===== src/rtl/dvi_pkg.sv =====
// Shared definitions for the DVI pixel read path.
//   PIXEL_WIDTH_DEF : default pixel width (bits per pixel, excluding the SOF tag)
//   SOF_BIT         : index of the start-of-frame tag in a default-width FIFO word
//   state_t         : reader FSM states
package dvi_pkg;

  localparam int PIXEL_WIDTH_DEF = 24;
  localparam int SOF_BIT         = PIXEL_WIDTH_DEF;

  typedef enum logic [1:0] {
    IDLE   = 2'd0,
    ARMED  = 2'd1,
    STREAM = 2'd2,
    RESYNC = 2'd3
  } state_t;

endpackage


===== src/rtl/fifo_pixel_reader_if.sv =====
// Read port of the synchronous pixel FIFO.
//   fifo_r_en  : read strobe, driven by the reader
//   fifo_data  : {sof, pixel}, registered read data
//   fifo_empty : FIFO empty flag
// Handshake: a read is accepted on every rising clk edge where fifo_r_en=1;
// the reader only raises fifo_r_en while fifo_empty=0, and fifo_data carries
// the accepted word during the following cycle (1-cycle read latency).
interface fifo_pixel_reader_if
  import dvi_pkg::*;
#(
  parameter int PIXEL_WIDTH = PIXEL_WIDTH_DEF
);

  logic                 fifo_r_en;
  logic [PIXEL_WIDTH:0] fifo_data;
  logic                 fifo_empty;

  // master: the reader; slave: the FIFO
  modport master (output fifo_r_en, input fifo_data, input fifo_empty);
  modport slave  (input fifo_r_en, output fifo_data, output fifo_empty);

endinterface


===== src/rtl/prefetch_buf2.sv =====
// Two-entry FIFO holding prefetched {sof, pixel} words.
//   clk, rst_n  : clock, asynchronous active-low reset
//   push_i      : write push_data_i this cycle
//   push_data_i : word to store
//   pop_i       : drop the head entry this cycle
//   head_o      : oldest entry (meaningful when count_o != 0)
//   count_o     : number of valid entries (0..2)
// Push and pop may coincide; the caller guarantees no overflow/underflow.
module prefetch_buf2 #(
  parameter int WIDTH = 25
) (
  input  logic             clk,
  input  logic             rst_n,
  input  logic             push_i,
  input  logic [WIDTH-1:0] push_data_i,
  input  logic             pop_i,
  output logic [WIDTH-1:0] head_o,
  output logic [1:0]       count_o
);

  logic [WIDTH-1:0] mem_q [2];
  logic             wr_ptr_q;
  logic             rd_ptr_q;
  logic [1:0]       count_q;

  always_ff @(posedge clk or negedge rst_n) begin
    if (!rst_n) begin
      mem_q[0] <= '0;
      mem_q[1] <= '0;
      wr_ptr_q <= 1'b0;
      rd_ptr_q <= 1'b0;
      count_q  <= 2'd0;
    end else begin
      if (push_i) begin
        mem_q[wr_ptr_q] <= push_data_i;
        wr_ptr_q        <= ~wr_ptr_q;
      end
      if (pop_i) begin
        rd_ptr_q <= ~rd_ptr_q;
      end
      count_q <= count_q + {1'b0, push_i} - {1'b0, pop_i};
    end
  end

  assign head_o  = mem_q[rd_ptr_q];
  assign count_o = count_q;

endmodule


===== src/rtl/fifo_pixel_reader.sv =====
// Read-side consumer of the DVI pixel FIFO. Prefetches FIFO words into a
// 2-entry buffer, aligns them to video timing with the SOF tag, and emits one
// pixel per de cycle with 1-cycle latency. Underflow and sync errors drop the
// block out of STREAM and it resynchronises on the next SOF-tagged word.
//   clk, rst_n  : pixel clock, asynchronous active-low reset (release is
//                 expected to be synchronous to clk)
//   fifo        : FIFO read port (master side)
//   frame_start : 1-cycle pulse ahead of the first de of a frame
//   de          : display enable, one pixel requested
//   de_out      : de delayed one cycle
//   pixel_out   : pixel aligned with de_out (FILL_PIXEL when nothing popped)
//   locked      : high while streaming
//   underflow   : 1-cycle pulse on underflow or sync error
//   err_count   : saturating error counter
//   dbg_state   : current FSM state
module fifo_pixel_reader
  import dvi_pkg::*;
#(
  parameter int                     PIXEL_WIDTH = PIXEL_WIDTH_DEF,
  parameter int                     CNT_WIDTH   = 16,
  parameter logic [PIXEL_WIDTH-1:0] FILL_PIXEL  = '0
) (
  input  logic                   clk,
  input  logic                   rst_n,
  fifo_pixel_reader_if.master    fifo,
  input  logic                   frame_start,
  input  logic                   de,
  output logic                   de_out,
  output logic [PIXEL_WIDTH-1:0] pixel_out,
  output logic                   locked,
  output logic                   underflow,
  output logic [CNT_WIDTH-1:0]   err_count,
  output state_t                 dbg_state
);

  state_t                 state_q, state_d;
  logic                   first_q, first_d;   // next pop is the first of the frame
  logic                   in_flight_q;        // read issued last cycle, lands now
  logic                   de_out_q;
  logic [PIXEL_WIDTH-1:0] pixel_q;
  logic                   underflow_q;
  logic [CNT_WIDTH-1:0]   err_q;

  logic [PIXEL_WIDTH:0]   head;
  logic [1:0]             count;
  logic                   head_valid;
  logic                   head_sof;
  logic                   disc_pop;           // discard while hunting for SOF
  logic                   out_pop;            // pop that produces a pixel
  logic                   pop;
  logic                   err_evt;
  logic [2:0]             occupancy;
  logic                   issue;

  prefetch_buf2 #(.WIDTH(PIXEL_WIDTH + 1)) u_buf (
    .clk         (clk),
    .rst_n       (rst_n),
    .push_i      (in_flight_q),
    .push_data_i (fifo.fifo_data),
    .pop_i       (pop),
    .head_o      (head),
    .count_o     (count)
  );

  assign head_valid = (count != 2'd0);
  assign head_sof   = head[PIXEL_WIDTH];

  always_comb begin
    state_d  = state_q;
    first_d  = first_q;
    disc_pop = 1'b0;
    out_pop  = 1'b0;
    err_evt  = 1'b0;
    case (state_q)
      IDLE, RESYNC: begin
        if (head_valid) begin
          if (head_sof) state_d = ARMED;
          else          disc_pop = 1'b1;
        end
      end
      ARMED: begin
        // de here never pops; a coincident frame_start only transitions
        if (frame_start) begin
          state_d = STREAM;
          first_d = 1'b1;
        end
      end
      STREAM: begin
        if (de) begin
          if (!head_valid) begin
            err_evt = 1'b1;
            state_d = RESYNC;
          end else if (head_sof && !first_q) begin
            // next frame's data reached the head early: keep it and re-arm
            err_evt = 1'b1;
            state_d = ARMED;
          end else begin
            out_pop = 1'b1;
            first_d = 1'b0;
          end
        end
        if (frame_start) first_d = 1'b1;
      end
      default: state_d = IDLE;
    endcase
  end

  assign pop = disc_pop | out_pop;

  // Entries held or already on their way, after this cycle's pop.
  assign occupancy = {1'b0, count} + {2'b00, in_flight_q} - {2'b00, pop};
  assign issue     = rst_n && !fifo.fifo_empty && (occupancy < 3'd2);

  assign fifo.fifo_r_en = issue;

  always_ff @(posedge clk or negedge rst_n) begin
    if (!rst_n) begin
      state_q     <= IDLE;
      first_q     <= 1'b0;
      in_flight_q <= 1'b0;
      de_out_q    <= 1'b0;
      pixel_q     <= FILL_PIXEL;
      underflow_q <= 1'b0;
      err_q       <= '0;
    end else begin
      state_q     <= state_d;
      first_q     <= first_d;
      in_flight_q <= issue;
      de_out_q    <= de;
      pixel_q     <= out_pop ? head[PIXEL_WIDTH-1:0] : FILL_PIXEL;
      underflow_q <= err_evt;
      if (err_evt && (err_q != '1)) begin
        err_q <= err_q + {{(CNT_WIDTH-1){1'b0}}, 1'b1};
      end
    end
  end

  assign de_out    = de_out_q;
  assign pixel_out = pixel_q;
  assign locked    = (state_q == STREAM);
  assign underflow = underflow_q;
  assign err_count = err_q;
  assign dbg_state = state_q;

endmodule


===== src/flat_wrapper.sv =====
// flat-port wrapper written by rule: the top's interface ports become plain ports
module fifo_pixel_reader_flat import dvi_pkg::*;
#(
  parameter int                     PIXEL_WIDTH = PIXEL_WIDTH_DEF,
  parameter int                     CNT_WIDTH   = 16,
  parameter logic [PIXEL_WIDTH-1:0] FILL_PIXEL  = '0
)
  (clk, rst_n, frame_start, de, de_out, pixel_out, locked, underflow, err_count, dbg_state, fifo_fifo_r_en, fifo_fifo_data, fifo_fifo_empty);
  fifo_pixel_reader_if #(.PIXEL_WIDTH(PIXEL_WIDTH)) fifo_i ();
  input  logic clk;
  input  logic rst_n;
  input  logic frame_start;
  input  logic de;
  output logic de_out;
  output logic [PIXEL_WIDTH-1:0] pixel_out;
  output logic locked;
  output logic underflow;
  output logic [CNT_WIDTH-1:0] err_count;
  output state_t dbg_state;
  output wire logic [$bits(fifo_i.fifo_r_en)-1:0] fifo_fifo_r_en;
  input wire logic [$bits(fifo_i.fifo_data)-1:0] fifo_fifo_data;
  input wire logic [$bits(fifo_i.fifo_empty)-1:0] fifo_fifo_empty;
  assign fifo_fifo_r_en = fifo_i.fifo_r_en;
  assign fifo_i.fifo_data = fifo_fifo_data;
  assign fifo_i.fifo_empty = fifo_fifo_empty;
  fifo_pixel_reader #(.PIXEL_WIDTH(PIXEL_WIDTH), .CNT_WIDTH(CNT_WIDTH), .FILL_PIXEL(FILL_PIXEL)) u_core (.clk(clk), .rst_n(rst_n), .fifo(fifo_i), .frame_start(frame_start), .de(de), .de_out(de_out), .pixel_out(pixel_out), .locked(locked), .underflow(underflow), .err_count(err_count), .dbg_state(dbg_state));
endmodule

===== config.mk =====
export PLATFORM = sky130hd
export DESIGN_NAME = fifo_pixel_reader_flat
export DESIGN_NICKNAME = d
export VERILOG_FILES = /design/src/rtl/dvi_pkg.sv /design/src/rtl/fifo_pixel_reader_if.sv /design/src/rtl/prefetch_buf2.sv /design/src/rtl/fifo_pixel_reader.sv /design/src/flat_wrapper.sv
export SDC_FILE = /design/constraint.sdc
export NUM_CORES = 1
export LEC_CHECK = 0
export CAP_MARGIN = 0
export CORE_MARGIN = 1.5
export CORE_UTILIZATION = 47
export DETAILED_ROUTE_END_ITERATION = 8
export PLACE_DENSITY = 0.76
export SLEW_MARGIN = 20
export SYNTH_ARGS = -nofsm -noshare
export SYNTH_HDL_FRONTEND = slang
export SYNTH_SLANG_ARGS = --single-unit

===== constraint.sdc =====
create_clock -name clk -period 2.85 [get_ports clk]
set_input_delay 0.57 -clock clk [delete_from_list [all_inputs] [get_ports clk]]
set_output_delay 0.57 -clock clk [all_outputs]
set_load 0.02 [all_outputs]

Word-level counts from Yosys, hierarchy flattened --
Index checks and enable logic that the tools add are counted.
Operators by class: $add $sub $neg 5, magnitude comparators 4, eq/ne operators 12, mux-type cells 31, bitwise logic cells 5, reduce and logical (&&, ||, !) cells 13
Operator list (count):
- $mux W25 | 4
- $bwmux W50 | 1
- $demux W25 S1 | 1
- $mux W24 | 1
- $add A16 B1 Y16 const B | 1
- $mux W1 | 16
- $ne A16 B16 Y1 const B | 1
- $mux W2 | 6
- $reduce_and A5 Y1 | 2
- $ne A3 B3 Y1 const B | 3
- $pmux W2 S3 | 1
- $logic_and A1 B1 Y1 | 5
- $eq A2 B2 Y1 const B | 2
- $ge A2 B2 Y1 const B | 2
- $ne A2 B1 Y1 const B | 2
- $ne A2 B2 Y1 const B | 2
- $not A1 Y2 | 2
- $reduce_bool A2 Y1 | 2
- $add A2 B1 Y3 | 1
- $lt A3 B2 Y1 const B | 1
- $ne A3 B2 Y1 const B | 1
- $sub A3 B1 Y3 | 1
- $add A2 B1 Y2 | 1
- $eq A2 B1 Y1 const B | 1
- other kinds (8) | 10
Storage, ports and cells: bits in registers 100, input bits 30, output and inout bits 46, word-level logic and storage cells 82

Depth between registers and ports, before layout --
Gate-level depths: netlist (run 1).
word-level depth 13, mapped depth 11, gate-level depth less buffers 10

Cells and area by module --
A second synthesis (run 1) with hierarchy kept.
Second synthesis, totals: cells, all modules 317, area, all modules 4473.0 sq um
Modules (own cells, without submodules):
- prefetch_buf2 | times used 1, cells each 147, area each 2439.8 sq um, sequential area each 1351.3 sq um
- fifo_pixel_reader | times used 1, cells each 170, area each 2033.2 sq um, sequential area each 1151.1 sq um

Least setup slack after synthesis (run 1) --
Ideal clock, no wire load.
kind register to output, from register u_core.state_q[0] (netlist: u_core.dbg_state[0]), to output port fifo_fifo_r_en, data arrival time 3033 ps, data required time 2280 ps, setup slack -753 ps, cell stages (with the launch flop) 11, path buffers 0, cell sequence dfrtp_1 -> inv_1 -> ha_1 -> nand3_1 -> o21ai_0 -> ha_1 -> inv_1 -> ha_1 -> fa_1 -> xnor2_1 -> nor4b_1
On the way: elaborated cells between the ends (all ways) 10, classes of those cells add/sub (1); order compare (1); eq/ne (2); mux (2); bitwise (1); reduce/logical (3)
RTL lines:
- from (decl) | RTL line fifo_pixel_reader.sv:36 | state_t state_q, state_d;
- from (signal assigned) | RTL line fifo_pixel_reader.sv:126 | state_q <= state_d;
- $eq A2 B2 Y1
- named net locked | RTL line flat_wrapper.sv:16 | output logic locked;
- $mux W1 | RTL line fifo_pixel_reader.sv:74 | case (state_q)
- $or A1 B1 Y1 | RTL line fifo_pixel_reader.sv:108 | assign pop = disc_pop | out_pop;
- $sub A3 B1 Y3 | RTL line fifo_pixel_reader.sv:111 | assign occupancy = {1'b0, count} + {2'b00, in_flight_q} - {2'b00, pop};
- $lt A3 B2 Y1 | RTL line fifo_pixel_reader.sv:112 | assign issue = rst_n && !fifo.fifo_empty && (occupancy < 3'd2);
- $logic_and A1 B1 Y1 | RTL line fifo_pixel_reader.sv:112
- to (decl) | RTL line flat_wrapper.sv:20 | output wire logic [$bits(fifo_i.fifo_r_en)-1:0] fifo_fifo_r_en;
The timed path passes the listed nets, and every way through them passes these cells.

Worst setup path in the final report (run 1) --
from register u_core.u_buf.rd_ptr_q, to output port fifo_fifo_r_en
On the way: longest elaborated chain between the ends 13, elaborated cells between the ends (all ways) 16, classes of those cells add/sub (1); order compare (1); mux (10); bitwise (2); reduce/logical (2)
Ends and longest elaborated chain:
- from (decl) | RTL line prefetch_buf2.sv:23 | logic rd_ptr_q;
- from (signal assigned) | RTL line prefetch_buf2.sv:39 | rd_ptr_q <= ~rd_ptr_q;
- $not A1 Y2 (not written as such) (*) | RTL line prefetch_buf2.sv:45 | assign head_o = mem_q[rd_ptr_q];
- $mux W25 (not written as such) (*) (3 in a row) | RTL line prefetch_buf2.sv:45
- $logic_and A1 B1 Y1 | RTL line fifo_pixel_reader.sv:93 | end else if (head_sof && !first_q) begin
- $mux W1 | RTL line fifo_pixel_reader.sv:93
- $mux W1 | RTL line fifo_pixel_reader.sv:90 | if (!head_valid) begin
- $mux W1 | RTL line fifo_pixel_reader.sv:89 | if (de) begin
- $mux W1 | RTL line fifo_pixel_reader.sv:74
- $or A1 B1 Y1 (*) | RTL line fifo_pixel_reader.sv:108
- $sub A3 B1 Y3 (*) | RTL line fifo_pixel_reader.sv:111
- named net u_core.occupancy[1] | RTL line fifo_pixel_reader.sv:52 | logic [2:0] occupancy;
- $lt A3 B2 Y1 (*) | RTL line fifo_pixel_reader.sv:112
- $logic_and A1 B1 Y1 (*) | RTL line fifo_pixel_reader.sv:112
The timed path passes the listed nets; every way through them passes the cells marked *. The select of a mux whose other input is x is not followed.

==> summary by stage, run 1 <==
Global routing
The pin count of the biggest net entering global routing is 76. The wire length of the first global-routing pass is 12800 µm. The number of antenna violations at the first check in global routing is 0.

The via count of the first global-routing pass is 2698. Global routing used 18.3% of the available tracks. The total overflow left after global routing is 0.

Timing
The count of final hold-check violations is 0. The worst hold slack after final layout is 221 ps. The final worst clock skew is 7.30 ps. Once routing completed, OpenROAD measured the worst setup slack at -480 ps. Setup repair after global routing could not meet its margin everywhere. Subtracting the final worst setup slack from the clock period gives 3330 ps. Based on the critical path, the design can be clocked at up to 0.300 GHz. The max-slew violation count is 0. The worst slew slack as a fraction of its limit is 38.9%.

For the pin with the worst max-slew slack, the measured transition is 917 ps. The final period utilization is 117%. The setup violation total in the final timing report is 1. Summed over all failing endpoints, the final setup total negative slack is -480 ps.

Clock tree
The clock net in this run drives a total of 100 sinks. Clock-pin slew was measured on the worst setup and hold paths at 90 ps. The maximum level of the CTS H-tree is 3. The maximum root-to-sink buffer count is 2. The number of hold buffers added after CTS was 0. The clock tree from TritonCTS is done. Clock latency on the worst-skew pair, taken at its later pin, is 360 ps. The cell sitting at the root of the clock tree is a clkbuf_8. Counting the buffers created by CTS gives 9.

Floorplan
The die area is 9320 µm². The floorplan step set the die width to 96.5 µm. The placeable core region is 8340 µm². For this configuration, the core starts out at a cell density of 49.3%.

76 I/O pins were placed. The standard-cell row count is 33. The die height is 96.5 µm.

Placed design
Prior to clock tree synthesis, the placed netlist has a worst setup slack of -914 ps. The count of input and output buffers is 75. The global placer's final weighted congestion is 0.811.

The wire-length estimate of the detail-placed layout is 5180 µm.

Synthesis
The count of unique library cells instantiated by Yosys is 38. Counting every instance in the synthesized netlist gives 297. Summing the sequential cell areas from Yosys gives 60.9% of the chip area. The net count after synthesis is 334. Summing every instance area after synthesis gives 4110 µm². The warning count from the yosys run is 0.

The number of flip-flops and latches in the synthesized netlist is 100. The mean instance size in the synthesized netlist is 13.8 µm².

Route
The vias per cell is 5.12. The number of DRC violations after detailed-routing iteration 0 is 107. The post-detailed-route DRC marker count is 0. The routed layout has 2584 vias.

The average routed wire per standard cell is 15.2 µm. The pre-antenna-repair detailed-routing pass consisted of 4 iterations. The post-route met1 wirelength is 3420 µm. The antenna violation net count after detailed routing is 0. Detailed routing placed a total of 424 µm of wire on met3. The routed design uses 3740 µm of met2 wire.

The uppermost layer routed is met4. The total detailed-routing wirelength is 7700 µm.

Cells and area
In the layout the commonest cells are dfrtp_1 (99), clkdlybuf4s50_1 (73), mux2_1 (37). After the last flow step, the layout net total stands at 432. The most common library cell in the layout ignoring fill and taps is dfrtp_1. The area growth from synthesis to layout is 30.0%. 0 antenna diodes ended up in the layout. The share of layout cells above drive strength 1 is 18.0%.

Status
The checks that failed: negative setup slack. The flow ran to the end, but the final reports show violations.

Worst setup path
The sort of element at the start of the critical path is a flop. The slack of the worst reg-to-reg path is 530 ps. The largest fanout on the critical path is 2. The data arrival time of the worst path is 2760 ps. The setup path with the least slack is of type reg -> out.

For the worst setup path, the data required time is 2280 ps. The capturing element type of the critical path is an output port.

Pwr
The maximum VDD drop is 0.453 mV. The power per cell area is 906 nW/µm². The leakage dissipation is 2.48 nW.

Min path
The tightest min-delay check is of the in -> async type.

Run
The count of max-cap constraint violations is 0.
[Yosys cell counts]
cell type,n,area (µm²)
nand3b_1,1,7.51
and3_1,1,6.26
nor3_1,1,5.00
and4_1,1,8.76
nor2b_1,1,6.26
buf_4,1,7.51
nor4_4,1,21.3
nand4_1,3,18.8
a21o_1,1,7.51
nor4b_1,1,8.76
inv_1,8,30.0
inv_2,2,7.51
clkbuf_1,4,15.0
xor2_1,7,61.3
nand3_1,7,35.0
buf_2,4,20.0
dfrtp_1,100,2500
o21ai_0,5,25.0
a2111oi_2,1,15.0
a21oi_2,1,8.76
nand2_1,8,30.0
and4bb_2,1,12.5
mux2_1,37,417
o21a_1,1,7.51
a21o_2,1,8.76
nor2_1,32,120
a2111oi_4,1,27.5
mux2i_1,26,260
and3b_1,1,8.76
xnor2_1,10,87.6
mux2_2,14,158
and2_1,1,6.26
a21oi_1,2,10.0
ha_1,6,75.1
mux2_4,2,30.0
a221o_1,1,10.0
o21ai_1,1,5.00
fa_1,1,20.0
[critical path: stages (launching register included)]
cell	delay, ps
dfrtp_2	420
mux2_4	310
a21oi_2	150
nand3_2	90
o21ai_2	80
ha_1	240
inv_1	60
ha_1	150
fa_2	460
nor4b_4	280
buf_4	180
[metrics by stage]
step           cells  utilization [%]  power [W]  area, µm²
6_report         505             64.1    0.00484       5350
2_1_floorplan    297                -    0.00336       4140
5_1_grt          505             64.1    0.00519       5350
3_3_place_gp     488             61.7    0.00392       5150
3_5_place_dp     488             61.7    0.00402       5150
4_1_cts          505             64.1    0.00489       5340
[cell type report]
| class | instances | area, µm² |
|---|---|---|
| fillers | 659 | 2990 |
| flip-flops and latches | 100 | 2500 |
| multi-input cells | 178 | 1570 |
| repair buffers | 96 | 916 |
| clock buffers | 10 | 138 |
| well taps | 105 | 131 |
| clock inverters | 6 | 47.5 |
| inverters | 10 | 37.5 |
[where the power goes]
group	internal, W	switching (W)
Sequential	0.00189	0.000256
Combinational	0.00102	0.000835
Clock	0.000350	0.000499
[logic make-up after synthesis]
kind of cell               Yosys count  synth area share (%)
muxes                               79                  21.0
adders and majority gates            7                  2.31
buffers and inverters               19                  1.95
AOI/OAI and AO/OA                   15                  3.04
xor gates and xnor gates            17                  3.62
DFF                                100                  60.9
and+or+nand+nor                     60                  7.18
[repair_timing]
action / in CTS / in global routing
endpoints found under the setup margin: 1 / 1
hold endpoints to repair: 0 / 0
resized for setup: 8 / 1
pin swaps: 4 / 0
setup buffers: 1 / 0
[sequential cells by signal (all words and copies together), names as in the netlist]
register               flops
u_core.underflow           1
u_core.u_buf.mem_q        50
u_core.first_q             1
u_core.u_buf.wr_ptr_q      1
u_core.dbg_state           2
u_core.u_buf.count_o       2
u_core.u_buf.rd_ptr_q      1
u_core.pixel_out          24
u_core.in_flight_q         1
u_core.de_out              1
u_core.err_count          16
[final timing paths]
path	start	end	cells past startpoint
max	u_core.u_buf.rd_ptr_q	fifo_fifo_r_en	10
min	rst_n	u_core.err_count[0]	2
max reg2reg	u_core.u_buf.rd_ptr_q	u_core.in_flight_q	9
min reg2reg	u_core.err_count[15]	u_core.err_count[15]	1
max in group asynchronous	rst_n	u_core.err_count[14]	3
min in group clk	u_core.err_count[15]	u_core.err_count[15]	1
[metal layers]
layer	vias up	global-route usage, %
li1	1217	-
met1	1291	22.7
met2	66	31.1
met3	10	4.54
met4	0	6.52
met5	-	0
No activity file was read; power rests on OpenSTA's default activity.
==> run 2: changes to the inputs <==
--- a/config.mk
+++ b/config.mk
@@ -5,12 +5,14 @@
 export SDC_FILE = /design/constraint.sdc
 export NUM_CORES = 1
 export LEC_CHECK = 0
-export CAP_MARGIN = 0
+export CAP_MARGIN = 20
 export CORE_MARGIN = 1.5
 export CORE_UTILIZATION = 47
 export DETAILED_ROUTE_END_ITERATION = 8
 export PLACE_DENSITY = 0.76
+export REMOVE_ABC_BUFFERS = 1
 export SLEW_MARGIN = 20
 export SYNTH_ARGS = -nofsm -noshare
 export SYNTH_HDL_FRONTEND = slang
 export SYNTH_SLANG_ARGS = --single-unit
+export TNS_END_PERCENT = 10
==> summary by stage, run 2 (same netlist as run 1, synthesis figures left out) <==
Worst setup path
The library cell contributing the largest single delay on the critical path is fa_1. The buffer and inverter count on the worst path came to 3 (+1). The setup path with the least slack is of type reg -> out. On the critical path the largest part of the delay comes from adder cells. The largest fanout on the critical path was 2 (unchanged).

The count of cell instances traversed by the critical path came to 11 (+1). The depth of the most critical reg-to-reg path is 10 (+1). The worst path required time is 2280 ps (about the same). The longest individual stage delay on the worst path is 440 ps (-20 ps). Traced cell by cell, the critical path runs through mux2_4 > a21oi_2 > nand3_1 > o21ai_1 > ha_1 > inv_1 > ha_2 > fa_1 > nor4b_2 > buf_4 > buf_6. The worst setup path is launched from a flop.

The worst setup path is captured at an output port. The data arrival time of the worst path is 2830 ps (+70 ps).

Cells and area
The share of layout cells above drive strength 1 is 17.6% (-0.38 points). The top cell types in the final layout, fill and taps aside, are dfrtp_1 (99), clkdlybuf4s50_1 (73), mux2_1 (37). The post-route cell area is 5330 µm² (-0.30%).

The area growth from synthesis to final layout is 29.6%. The number of non-filler instances in the completed layout is 508 (+0.59%). The sequential cell area was 2500 µm² (unchanged).

The most common library cell in the layout ignoring fill and taps is dfrtp_1. The total area of multi-input combinational cells is 1540 µm² (-1.8%). The register with the most flip-flops in the final layout is u_core.u_buf.mem_q. The number of filler cells placed in the layout is 648 (-1.7%). The count of antenna diodes in the layout is 0 (unchanged). The total number of nets in the final design is 435 (+0.69%). The flip-flop count of the largest register, all copies and words added is 50 (unchanged).

Pwr
The power per cell area was 898 nW/µm² (-0.91%). The maximum VDD drop is 0.457 mV (+0.95%). The leakage dissipation is 2.48 nW (about the same).

Clock tree
The number of sinks on the clock net is 100 (unchanged). The TritonCTS buffer count is 9 (unchanged). The tree is rooted in a clkbuf_8. The maximum level of the CTS H-tree is 3 (unchanged). The clock transition at the register clock pins on the worst setup and hold paths after CTS is 100 ps (about the same).

The clock tree from TritonCTS is done. The number of buffers inserted to repair setup after CTS came to 0 (-1). The maximum root-to-sink buffer count is 2 (unchanged).

The clock latency of the later-clocked register in the worst-skew pair is 340 ps (-20 ps).

Global routing
The met2 demand-to-capacity share in global routing is 30.2% (-0.93 points). The met3 usage in global routing is 4.62% (+0.078 points). The pin count of the biggest net entering global routing is 56 (-26%).

The number of antenna violations at the first check in global routing is 0 (unchanged). The via count of the first global-routing pass is 2702 (+0.15%). The total congestion overflow is 0 (unchanged).

The global routing usage on met1 is 23.7% (+1.0 points). The wire length of the first global-routing pass is 12900 µm (+0.76%). The aggregate global-route resource usage is 18.3% (-0.049 points). In this run the most used layer during global routing was met2.

Route
The total detailed-routing wirelength is 7580 µm (-1.5%). The vias per cell is 5.12 (about the same). The number of vias in the routed layout came to 2599 (+0.58%). The first-pass detailed-route iteration total came to 4 (unchanged). The average routed wire per standard cell is 14.9 µm (-2.0%). The post-detailed-route DRC marker count is 0 (unchanged). The number of DRC violations after detailed-routing iteration 0 was 89 (-17%). The antenna violation net count after detailed routing is 0 (unchanged).

Timing
Setup repair after global routing could not meet its margin everywhere. The worst hold slack after final layout is 305 ps (+83.9 ps). The post-layout minimum cycle time came to 3400 ps (+71.0 ps). The final worst clock skew was 8.19 ps (+0.887 ps). The max-slew violation count came to 0 (unchanged). The count of final hold-check violations is 0 (unchanged). The highest achievable clock rate is 0.294 GHz (-2.1%). The transition time of the tightest slew-check pin was 687 ps (-229 ps). The final period utilization came to 119% (+2.5 points). The setup violation total in the final timing report came to 1 (unchanged). The worst slew slack as a fraction of its limit is 54.2% (+15 points). The post-layout worst setup margin was -551 ps (-71.0 ps).

Placed design
The post-DP HPWL is 5090 µm (-1.7%). The global placer's final weighted congestion came to 0.801 (-1.3%). The post-detailed-placement cell area came to 5130 µm² (-0.27%). The count of input and output buffers is 75 (unchanged). The total instance count after detailed placement is 492 (+0.82%).

Floorplan
The placeable core region is 8340 µm² (unchanged). The die height is 96.5 µm (unchanged). The die area is 9320 µm² (unchanged). The standard-cell row count was 33 (unchanged).

The starting density of the core is 49.3% (unchanged). The horizontal die dimension is 96.5 µm (unchanged). The number of top-level design ports was 76 (unchanged).

Status
The checks that failed: negative setup slack. The run finished, with violations left.

Run
The count of max-cap constraint violations is 0 (unchanged).

Min path
The worst min-delay path category is in -> async.
## run 2: path summary, 6_finish.rpt
kind	start	end	slack, ps
setup / recovery	u_core.u_buf.rd_ptr_q	fifo_fifo_r_en	-550
hold / removal	rst_n	u_core.err_count[2]	310
setup reg to reg	u_core.u_buf.rd_ptr_q	u_core.in_flight_q	420
hold reg to reg	u_core.u_buf.mem_q[45]	u_core.u_buf.mem_q[45]	490
max in group asynchronous	rst_n	u_core.u_buf.rd_ptr_q	1390
min in group clk	u_core.u_buf.mem_q[45]	u_core.u_buf.mem_q[45]	490
## run 2: routing by layer
layer | part of all wire [%] | vias to the layer above
li1 | - | 1227
met4 | 0.84 | 0
met2 | 49 | 61
met1 | 45 | 1304
met5 | 0 | -
met3 | 5.5 | 7
## run 2: timing repair
item                                    CTS  global route
resized for setup                        10             1
hold buffers                              0             0
endpoints found under the setup margin    1             1
pin swaps                                 6             3
## run 2: area by class of cell
type / instances / area share (%)
tap: 105 / 2.46
inverter: 10 / 0.704
multi-input combinational: 178 / 29.0
clock inverter: 6 / 0.869
sequential: 100 / 47.0
clock buffer: 10 / 2.58
timing repair buffer: 99 / 17.4
## run 2: metrics by stage
step	util, %	total power [W]	TNS, ps	setup WS, ps
floorplan	-	0.00327	-3620	-1730
global placement	61.5	0.00389	-977	-977
detailed placement	61.5	0.00398	-1050	-1050
CTS	63.9	0.00486	-655	-655
global route	63.9	0.00514	-733	-733
finish	63.9	0.00479	-551	-551
## run 2: report_power, final
part | internal (W) | switching (W)
Combinational | 0.00101 | 0.000819
Clock | 0.000348 | 0.000481
Sequential | 0.00189 | 0.000241
Total | 0.00324 | 0.00154
==> run 3: changes to the inputs <==
--- a/config.mk
+++ b/config.mk
@@ -5,11 +5,11 @@
 export SDC_FILE = /design/constraint.sdc
 export NUM_CORES = 1
 export LEC_CHECK = 0
-export CAP_MARGIN = 20
 export CORE_MARGIN = 1.5
 export CORE_UTILIZATION = 47
 export DETAILED_ROUTE_END_ITERATION = 8
 export PLACE_DENSITY = 0.76
+export RECOVER_POWER = 100
 export REMOVE_ABC_BUFFERS = 1
 export SLEW_MARGIN = 20
 export SYNTH_ARGS = -nofsm -noshare
==> summary by stage, run 3 (same netlist as run 1, synthesis figures left out) <==
Status
The flow ran to the end, but the final reports show violations. The final reports fail on max-capacitance violations, max-slew violations, negative setup slack.

Route
The number of vias in the routed layout is 2609 (+0.38%). The first-pass detailed-route iteration total is 4 (unchanged). The number of DRC violations after detailed-routing iteration 0 is 90 (+1.1%).

The antenna violation net count after detailed routing is 0 (unchanged). The post-detailed-route DRC marker count is 0 (unchanged). The vias per cell is 5.14 (+0.38%). The total detailed-routing wirelength is 7570 µm (-0.20%).

The average routed wire per standard cell is 14.9 µm (-0.20%).

Timing
Setup repair after global routing could not meet its margin everywhere. The count of final hold-check violations is 0 (unchanged). The max-slew violation count is 52 (+52).

The final total negative setup slack is -551 ps (+0.405 ps). The final period utilization came to 119% (about the same). The transition time of the tightest slew-check pin is 1570 ps (+882 ps). The post-layout worst setup margin is -551 ps (+0.405 ps).

The setup violation total in the final timing report is 1 (unchanged). The post-layout minimum cycle time is 3400 ps (-0.405 ps). The final worst clock skew was 8.44 ps (+0.250 ps). The highest achievable clock rate was 0.294 GHz (about the same). The worst slew slack as a fraction of its limit is -4.63% (-59 points).

Floorplan
The die area is 9320 µm² (unchanged). The horizontal die dimension came to 96.5 µm (unchanged). The die height came to 96.5 µm (unchanged).

The starting density of the core is 49.3% (unchanged). The placeable core region was 8340 µm² (unchanged). The number of top-level design ports was 76 (unchanged). The standard-cell row count was 33 (unchanged).

Global routing
The via count of the first global-routing pass is 2702 (unchanged). The wire length of the first global-routing pass is 12900 µm (unchanged). The number of antenna violations at the first check in global routing came to 0 (unchanged). The pin count of the biggest net entering global routing is 56 (unchanged).

The total congestion overflow is 0 (unchanged). The aggregate global-route resource usage came to 18.3% (unchanged).

Pwr
The combinational share of power is 37.6% (-0.6 points). The sequential power share is 44.9% (+0.4 points). The design internal power is 0.00321 W (-1.2%). The net switching power of the design is 0.00153 W (-0.69%). The power per cell area is 897 nW/µm² (-0.12%). The proportion of power drawn by the clock network is 17.5% (+0.2 points). The maximum VDD drop is 0.456 mV (-0.17%). The leakage dissipation is 2.60 nW (+5.1%). The total power came to 0.00474 W (-1.0%). The switching fraction of total power is 32.3% (+0.11 points).

Clock tree
The tree is rooted in a clkbuf_8. The TritonCTS buffer count is 9 (unchanged). The clock tree from TritonCTS is done. The clock latency of the later-clocked register in the worst-skew pair is 340 ps (about the same).

The number of hold-repair buffers added at the cts stage is 0 (unchanged). The maximum root-to-sink buffer count was 2 (unchanged). The number of buffers inserted to repair setup after CTS is 0 (unchanged).

The clock transition at the register clock pins on the worst setup and hold paths after CTS is 100 ps (about the same). The maximum level of the CTS H-tree is 3 (unchanged). The number of sinks on the clock net is 100 (unchanged).

Min path
The min-delay analysis places its worst path in the category reg -> reg. The number of cells traversed by the worst hold path is 1. In this run the most critical hold path is launched from u_core.u_buf.mem_q[45]. The worst hold endpoint is u_core.u_buf.mem_q[45].

Placed design
The post-DP HPWL is 5090 µm (unchanged). The count of input and output buffers is 75 (unchanged). The global placer's final weighted congestion is 0.801 (unchanged).

The placement-stage worst setup slack is -1050 ps (unchanged).

Worst setup path
The depth of the most critical reg-to-reg path is 8 (-2). The critical path in this run is classified as reg -> out. Grouping stages by cell kind, the critical path spends the most delay in adder cells. Traced cell by cell, the critical path runs through mux2_4 > a21oi_2 > nand3_1 > o21ai_1 > ha_1 > inv_1 > ha_2 > fa_1 > nor4b_2 > buf_4 > buf_6. The endpoint identified for the worst register-to-register timing path is u_core.err_count[15]. The data arrival time of the worst path is 2830 ps (about the same). The worst setup path is launched from a flop.

The largest fanout on the critical path was 2 (unchanged). The worst setup path is captured at an output port. The worst path required time is 2280 ps (about the same). The slack of the worst reg-to-reg path is 330 ps (-90 ps). The buffer and inverter count on the worst path came to 3 (unchanged). The longest individual stage delay on the worst path is 440 ps (about the same).

The slowest stage of the critical path belongs to the cell fa_1. The reg-to-reg startpoint is u_core.dbg_state[0].

Run
The count of max-cap constraint violations is 2 (+2).

Cells and area
The register containing the most flip-flops in the final layout is u_core.u_buf.mem_q. The most common library cell in the layout ignoring fill and taps is dfrtp_1. The total number of nets in the final design came to 435 (unchanged). The count of antenna diodes in the layout is 0 (unchanged). The flip-flop count of the largest register, all copies and words added is 50 (unchanged).

Relative to the synthesized area, the layout overhead comes to 28.5%. The share of layout cells above drive strength 1 is 15.4% (-2.2 points). The library cells used most frequently in the layout, excluding fill and tap cells, are dfrtp_1 (99), dlygate4sd3_1 (45), mux2_1 (38).
[run 3: final cells by class]
type,count,area (µm²)
well taps,105,131
multi-input cells,178,1510
flip-flops and latches,100,2500
repair buffers,99,916
clock inverters,6,46.3
inverters,10,37.5
clock buffers,10,138
fillers,661,3060
[run 3: worst max path at each step]
| stage | depth (start not counted) | from | to |
|---|---|---|---|
| floorplan | 9 | u_core.u_buf.rd_ptr_q | fifo_fifo_r_en |
| global placement | 11 | de | fifo_fifo_r_en |
| detailed placement | 11 | de | fifo_fifo_r_en |
| CTS | 11 | u_core.u_buf.rd_ptr_q | fifo_fifo_r_en |
| global route | 11 | u_core.u_buf.rd_ptr_q | fifo_fifo_r_en |
| finish | 11 | u_core.u_buf.rd_ptr_q | fifo_fifo_r_en |
[run 3: power by group through the flow]
stage	Sequential, W	Combinational, W	Clock, W
2_1_floorplan	0.00224	0.00103	0
3_3_place_gp	0.00212	0.00176	0
3_5_place_dp	0.00216	0.00182	0
4_1_cts	0.00213	0.00187	0.000864
5_1_grt	0.00219	0.00200	0.000907
6_report	0.00212	0.00178	0.000831
[run 3: through the flow]
| stage | hold slack (ps) | cell area [µm²] | instances | utilization, % |
|---|---|---|---|---|
| finish | 491 | 5280 | 508 | 63.3 |
| global route | 512 | 5280 | 508 | 63.3 |
| CTS | 331 | 5330 | 508 | 63.9 |
| detailed placement | 474 | 5130 | 492 | 61.5 |
| global placement | 466 | 5130 | 492 | 61.5 |
| floorplan | 274 | 4070 | 288 | - |
[run 3: timing repair]
action | in CTS | in global routing
endpoints found under the setup margin | 1 | 1
gates resized for setup | 10 | 1
pin swaps | 6 | 3
hold endpoints to repair | 0 | 0
[run 3: layer usage]
metal | wire length, µm | GRT usage [%] | vias to the layer above
li1 | - | - | 1225
met1 | 3400 | 23.7 | 1316
met2 | 3690 | 30.2 | 61
met3 | 419 | 4.62 | 7
met4 | 64 | 5.56 | 0
met5 | 0 | 0 | -
